<file path="src/rtl/countdown_seg_display.sv">
// Two-digit seven-segment driver for the countdown timer's seconds value, with a timed alarm flash.
// Optional LEAD_ZERO_BLANK_EN blanks the tens digit when it is zero.
module countdown_seg_display #(
  parameter int unsigned CLK_FREQ  = 100_000_000,
  parameter int unsigned SCAN_HZ   = 1000,
  parameter int unsigned BLINK_HZ  = 2,
  parameter int unsigned FLASH_SEC = 3
) (
  input  logic       clk,
  input  logic       rst_n,
  input  logic [3:0] i_sec,
  input  logic       i_timeout,
  input  logic       i_show,
  input  logic       i_clear_alarm,
  output logic [7:0] o_seg,
  output logic [1:0] o_an,
  output logic       o_alarm
);

  localparam int unsigned SCAN_DIV     = CLK_FREQ / SCAN_HZ;
  localparam int unsigned HALF_DIV     = CLK_FREQ / (2 * BLINK_HZ);
  localparam int unsigned FLASH_HALVES = 2 * BLINK_HZ * FLASH_SEC;
  localparam int unsigned SCAN_W       = (SCAN_DIV > 1) ? $clog2(SCAN_DIV) : 1;
  localparam int unsigned HALF_W       = (HALF_DIV > 1) ? $clog2(HALF_DIV) : 1;
  localparam int unsigned FLASH_W      = $clog2(FLASH_HALVES + 1);

  typedef enum logic {S_IDLE, S_ALARM} state_t;

  function automatic logic [7:0] seg_enc(input logic [3:0] d);
    logic [7:0] s;
    case (d)
      4'd0:    s = 8'h3F;
      4'd1:    s = 8'h06;
      4'd2:    s = 8'h5B;
      4'd3:    s = 8'h4F;
      4'd4:    s = 8'h66;
      4'd5:    s = 8'h6D;
      4'd6:    s = 8'h7D;
      4'd7:    s = 8'h07;
      4'd8:    s = 8'h7F;
      4'd9:    s = 8'h6F;
      default: s = 8'h00;
    endcase
    return s;
  endfunction

  logic [3:0]         sec_q;
  logic [SCAN_W-1:0]  scan_cnt;
  logic               digit_idx;
  state_t             state, state_nxt;
  logic [HALF_W-1:0]  blink_cnt, blink_nxt;
  logic [FLASH_W-1:0] half_cnt, half_nxt;
  logic               phase_on, phase_nxt;
  logic               tens_c;
  logic [3:0]         ones_c;
  logic               blank_c;
  logic [1:0]         an_c;
  logic [7:0]         seg_c;

  // Input sample and free-running digit scan
  always_ff @(posedge clk or negedge rst_n) begin
    if (!rst_n) begin
      sec_q     <= 4'd0;
      scan_cnt  <= '0;
      digit_idx <= 1'b0;
    end else begin
      sec_q <= i_sec;
      if (scan_cnt == SCAN_W'(SCAN_DIV - 1)) begin
        scan_cnt  <= '0;
        digit_idx <= ~digit_idx;
      end else begin
        scan_cnt <= scan_cnt + SCAN_W'(1);
      end
    end
  end

  // Alarm FSM state register
  always_ff @(posedge clk or negedge rst_n) begin
    if (!rst_n) begin
      state     <= S_IDLE;
      blink_cnt <= '0;
      half_cnt  <= '0;
      phase_on  <= 1'b1;
      o_alarm   <= 1'b0;
    end else begin
      state     <= state_nxt;
      blink_cnt <= blink_nxt;
      half_cnt  <= half_nxt;
      phase_on  <= phase_nxt;
      o_alarm   <= (state_nxt == S_ALARM);
    end
  end

  // Timeout always wins over clear, so a coincident pair restarts the flash
  always_comb begin
    state_nxt = state;
    blink_nxt = blink_cnt;
    half_nxt  = half_cnt;
    phase_nxt = phase_on;
    if (i_timeout) begin
      state_nxt = S_ALARM;
      blink_nxt = '0;
      half_nxt  = '0;
      phase_nxt = 1'b1;
    end else if (state == S_ALARM) begin
      if (i_clear_alarm) begin
        state_nxt = S_IDLE;
        blink_nxt = '0;
        half_nxt  = '0;
        phase_nxt = 1'b1;
      end else if (blink_cnt == HALF_W'(HALF_DIV - 1)) begin
        blink_nxt = '0;
        phase_nxt = ~phase_on;
        half_nxt  = half_cnt + FLASH_W'(1);
        if (half_cnt == FLASH_W'(FLASH_HALVES - 1)) begin
          state_nxt = S_IDLE;
          half_nxt  = '0;
          phase_nxt = 1'b1;
        end
      end else begin
        blink_nxt = blink_cnt + HALF_W'(1);
      end
    end
  end

  // Digit split, blanking and segment selection
  always_comb begin
    tens_c  = (sec_q >= 4'd10);
    ones_c  = tens_c ? (sec_q - 4'd10) : sec_q;
    blank_c = (state == S_ALARM) && !phase_on;
    an_c    = 2'b00;
    seg_c   = 8'h00;
    if (i_show && !blank_c) begin
      if (!digit_idx) begin
        an_c  = 2'b01;
        seg_c = seg_enc(ones_c);
      end else begin
`ifdef LEAD_ZERO_BLANK_EN
        if (tens_c) begin
          an_c  = 2'b10;
          seg_c = seg_enc({3'b000, tens_c});
        end
`else
        an_c  = 2'b10;
        seg_c = seg_enc({3'b000, tens_c});
`endif
      end
    end
  end

  always_ff @(posedge clk or negedge rst_n) begin
    if (!rst_n) begin
      o_an  <= 2'b00;
      o_seg <= 8'h00;
    end else begin
      o_an  <= an_c;
      o_seg <= seg_c;
    end
  end

endmodule
</file>
<file path="config.mk">
export PLATFORM = sky130hd
export DESIGN_NAME = countdown_seg_display
export DESIGN_NICKNAME = d
export VERILOG_FILES = /design/src/rtl/countdown_seg_display.sv
export SDC_FILE = /design/constraint.sdc
export NUM_CORES = 1
export LEC_CHECK = 0
export CAP_MARGIN = 20
export CORE_MARGIN = 2
export CORE_UTILIZATION = 55
export CTS_CLUSTER_DIAMETER = 120
export DETAILED_ROUTE_END_ITERATION = 8
export PLACE_DENSITY = 0.71
export SETUP_SLACK_MARGIN = 0.5
export SYNTH_ARGS = -nofsm -noshare
export SYNTH_HDL_FRONTEND = slang
export SYNTH_SLANG_ARGS = --single-unit
</file>
<file path="constraint.sdc">
create_clock -name clk -period 2.2 [get_ports clk]
set_clock_uncertainty 0.15 [all_clocks]
set_input_delay 0.33 -clock clk [delete_from_list [all_inputs] [get_ports clk]]
set_output_delay 0.33 -clock clk [all_outputs]
set_load 0.005 [all_outputs]
</file>
After elaboration in Yosys (flattened, before gate mapping)

Memories as Yosys holds them, arrays and structs flattened.
Index checks and enable logic that the tools add are counted.

Memories: 1
Memory bits (read-only): 112
Output and inout port bits: 11
Input bits: 9
Logic and storage cells: 54
Bits in registers: 63

$lt $le $gt $ge: 1
Bitwise operators: 3
Reduce and logical (&&, ||, !) cells: 7
Add/sub/neg operators: 4
Mux-type cells: 26
Eq/ne operators: 3

Memory list:

| memory           | words | width | read ports | clocked after Yosys merged registers in | write ports | RTL line | text |
|---|---|---|---|---|---|---|---|
| (name not given) | 16    | 7     | 1          | 0                                       | 0           | 31       | `case (d)` |

Operator list:

| kind                  | number |
|---|---|
| $mux 25               | 4 |
| $add 25x1->25 const B | 1 |
| $eq 25x25->1 const B  | 1 |
| $mux 4                | 6 |
| $add 17x1->17 const B | 1 |
| $eq 17x17->1 const B  | 1 |
| $mux 17               | 1 |
| $mux 8                | 2 |
| $pmux 8 s2            | 1 |
| $mux 1                | 10 |
| $add 4x1->4 const B   | 1 |
| $eq 4x4->1 const B    | 1 |
| $ge 4x4->1 const B    | 1 |
| $mux 2                | 2 |
| $sub 4x4->4 const B   | 1 |
| $not 1->1             | 3 |
| $reduce_bool 3->1     | 1 |
| $logic_and 1x1->1     | 2 |
| $logic_not 1->1       | 2 |
| $reduce_and 2->1      | 1 |
| $reduce_bool 2->1     | 1 |

Depth between registers and ports, before layout

Word-level depth: 6
Gate-level depth with buffers: 7
Gate-level depth less buffers: 7

Worst setup path before layout

No wires, ideal clock.

Path kind: register to register
From: reg blink_cnt[0]
To: reg blink_cnt[1]
Slack: 206 ps
Cell stages (with the launch flop): 7
Arrival time: 1723 ps
Path buffers: 1
Required time: 1928 ps
Library setup time: 122 ps
Clock period less this slack: 1994 ps
Path through: dfrtp_1 ha_1 nand3_1 nor4_4 a21oi_2 buf_6 a32o_1

Longest elaborated chain between the ends: 5
Elaborated cells between the ends (all ways): 6
Classes of those cells: add/sub (1); eq/ne (1); mux (4)

Ends and longest elaborated chain:

| item                                                 | RTL line | text |
|---|---|---|
| start, declared                                      | 51       | `logic [HALF_W-1:0] blink_cnt, blink_nxt;` |
| start signal, assigned                               | 87       | `blink_cnt <= blink_nxt;` |
| $add 25x1->25 / $eq 25x25->1 (equally long branches) | 121, 111 |  |
| $mux 25 *                                            | 111      | `end else if (blink_cnt == HALF_W'(HALF_DIV - 1)) begin` |
| $mux 25 *                                            | 106      | `if (i_clear_alarm) begin` |
| $mux 25 *                                            | 105      | `end else if (state == S_ALARM) begin` |
| $mux 25 *                                            | 100      | `if (i_timeout) begin` |

Mark *: on every way between the ends. The rest lies on a longest branch, timed or not. The select of a mux whose other input is x is not followed.
A chain may end at the register's enable or synchronous reset.

Final worst setup path

From: reg blink_cnt[8]
To: reg phase_on

Longest elaborated chain between the ends: 3

Ends and longest elaborated chain:

| item                               | RTL line | text |
|---|---|---|
| $eq 25x25->1                       | 111      |  |
| $reduce_bool 3->1 (no source line) | --       |  |
| $reduce_and 2->1 (no source line)  | --       |  |
| end signal, assigned               | 89       | `phase_on <= phase_nxt;` |
| end, declared                      | 53       | `logic phase_on, phase_nxt;` |

No other way between the ends.

==> qor.yml <==
worst_setup_path:
  crit_fanout: 6
  critPathKind: "register to register"
  r2r-end: "phase_on"
  regToRegSetupSlack_ns: 0.27
  rr_startpoint: "blink_cnt[8]"
  critPathLaunchType: "register"
  slowest_stage: "dfrtp_1"
  required_ns: 2.33
  cp-end-kind: "register"
  cp.arrival_ns: 2.06
  cpPeakStageDelay_ns: 0.48
  r2r_cells: 5
  crit_chain: "nor4_2, and4_4, nand3_4, nand3b_1, mux2_4"
flow_run:
  cap_violations: 0
die:
  core_area_sq_um: 5510
  top_level_ports: 20
  initial_core_util_pct: 57.1
  dieHeight_um: 79.6
  die_width_um: 79.6
  rows: 27
  dieArea_sq_um: 6340
route:
  dr.first_iter.drc_count: 212
  drt-pass1-iter-count: 4
  postRouteAntennaNets: 0
  drcViolationCount: 0
  via_count: 2837
  drt_wl_total_um: 8780
  via_per_inst: 6.13
  wl_per_cell_um: 19.0
power:
  p_leak_uw: 0.00192
  peakVddDrop_mv: 0.431
  p_per_area_nw_per_um2: 576
grt:
  grt_pass1_wl_um: 13000
  met3_usage_pct: 7.01
  track_usage_pct: 27.3
  grt_use_met2_pct: 42.4
  grt_max_degree: 40
  grt_overflow: 0
  antenna_found_initial: 0
  busiest_layer: "met2"
  grt_pass1_vias: 2589
  use_met1_pct: 36.6
synth:
  synth_ff_type: "dfrtp_1"
  synth_nets: 333
  yosys.area.top_type: "dfrtp_1"
  synth_fa_ha_area_share_pct: 2.78
  ys_top_cells_by_area: "dfrtp_1 49%, nor2_1 4.8%, xor2_1 4.7%, a31oi_1 4.2%, ha_1 2.8%"
  ys_seq_elements: 62
  synth_top_area_share_pct: 48.5
  yosysSeqAreaShare_pct: 49.3
  netlist_area_sq_um: 3150
  synth_top_family_by_area: "simple AND/OR/NAND/NOR gates"
  postSynth.asyncResetShare_pct: 100
  ys_warn_count: 0
  synth_edf_count: 0
  avgSynthCellArea_sq_um: 9.93
  synth.mux.area_fraction_pct: 0.358
  yosys.area_share.simple_pct: 25.1
  ys_types: 52
  synth_xor_area_share_pct: 6.96
  synth_compound_area_share_pct: 12.6
  synth_cells: 317
hold_path:
  hold_path_end: "sec_q[3]"
  min_path_type: "primary input to register"
  hold_depth: 1
  min_from: "i_sec[3]"
status:
  status: "finished, final reports clean"
finish:
  diodes: 0
  drive_gt1_share_pct: 37.9
  multiInputGateArea_sq_um: 1980
  regArea_sq_um: 1560
  layout.nets: 402
  area_growth_pct: 42.1
  fillers: 307
clocking:
  clock_latency_ns: 0.34
  path_clk_slew_ns: 0.07
  clockRootBuffer: "clkbuf_8"
  cts_made_buffers: 9
  cts_htree_levels: 3
  clockBufferDepth: 2
  cts_sinks: 62
  cts_tree: "built"
sta:
  finalCriticalPeriod_ns: 1.93
  finalCritPeriodShare_pct: 87.9
  max_freq_mhz: 517
  fin_ws_ns: 0.265
  setup_violations: 0
  rsz0062_at_grt: "yes"
  drv_slew: 0
  finalHoldViolations: 0
  setup_tns_ns: 0
placement:
  dp_hpwl_um: 4600
  gp_congestion: 0.854
  pre_cts_ws_ns: 0.0750
  portBuffers: 18
==> metrics by stage <==
step | area (sq um) | instances | hold WS (ns) | total power (uW) | utilization (%)
global route | 4470 | 463 | 0.250 | 2670 | 81.2
CTS | 4180 | 456 | 0.264 | 2510 | 75.8
global placement | 3550 | 414 | 0.187 | 1390 | 64.5
floorplan | 3210 | 317 | -0.116 | 1290 | -
detailed placement | 3550 | 414 | 0.196 | 1390 | 64.5
finish | 4470 | 463 | 0.268 | 2580 | 81.2
==> routing by layer <==
layer	vias to the layer above	part of all wire, %
li1	1288	-
met1	1378	42
met2	147	50
met3	24	6.7
met4	0	2.1
met5	-	0
==> synthesized netlist by cell type (3+ instances only) <==
master / instances
nand2_1: 23
nor4_4: 3
or2_2: 4
o21ai_0: 14
buf_2: 3
nor4_1: 3
xor2_1: 17
ha_1: 7
a21oi_1: 8
a31oi_1: 21
inv_1: 9
and4_1: 6
clkbuf_1: 4
nand3_1: 17
xnor2_1: 8
nor2_1: 40
and3_1: 6
nand4_1: 13
nand2b_1: 10
dfrtp_1: 61
==> power breakdown <==
part,switching [uW],internal (uW),leakage [uW]
registers,16.5,1160,0.000820
logic,159,135,0.000995
clock network,470,636,0.000106
total,645,1930,0.00192
==> cells in the final DEF, fill, tap and decap left out, drive strengths merged, types with 13 or more instances in the layout <==
cell	instances
nand3	17
nand2	23
clkdlybuf4s50	15
a31oi	21
nor2	42
o21ai	15
buf	49
dfrtp	61
nand4	13
xor2	17
==> layout make-up <==
class	instances	area share [%]
multi-input combinational	237	44.3
clock inverter	6	1.93
clock buffer	10	2.85
timing repair buffer	67	13.3
tap	72	2.01
inverter	9	0.755
sequential	62	34.8
==> critical path: cells and delay by family, from the launching register on <==
| kind | cells | cell delay (ns) |
|---|---|---|
| AND/OR/NAND/NOR | 4 | 0.95 |
| multiplexers | 1 | 0.27 |
| flip-flops | 1 | 0.48 |
==> how the worst max path moves through the flow <==
stage / to / start / cells past startpoint / slack, ns
3_5_place_dp: half_cnt[3] / i_timeout / 5 / 0.07
2_1_floorplan: o_seg[6] / sec_q[1] / 7 / 0.36
5_1_grt: phase_on / blink_cnt[8] / 5 / 0.19
4_1_cts: o_seg[6] / sec_q[1] / 7 / 0.32
3_3_place_gp: blink_cnt[17] / i_timeout / 7 / 0.15
6_report: phase_on / blink_cnt[8] / 5 / 0.27
==> flip-flops by register name, indices dropped and copies added, names as in the netlist <==
name / flops
blink_cnt: 25
o_seg: 7
digit_idx: 1
phase_on: 1
state: 1
half_cnt: 4
sec_q: 4
o_an: 2
scan_cnt: 17
==> logic make-up (layout without fill, tap and decap cells) <==
family,after synthesis,after routing
mux,1,1
simple gates,140,141
xor+xnor,25,25
compound gates,62,62
other cells,1,1
flops,62,62
fa+ha+maj,7,7
buf+inv,19,92
==> timing repair <==
action                     4_1_cts  5_1_grt
pin swaps                       40       29
gates resized for setup         58       52
setup endpoints to repair       50       50
setup buffers                   21        7
cloned                           4        0
hold endpoints to repair        61        0
hold buffers                     1        0
Note: power is estimated with default switching activity, not from simulation.
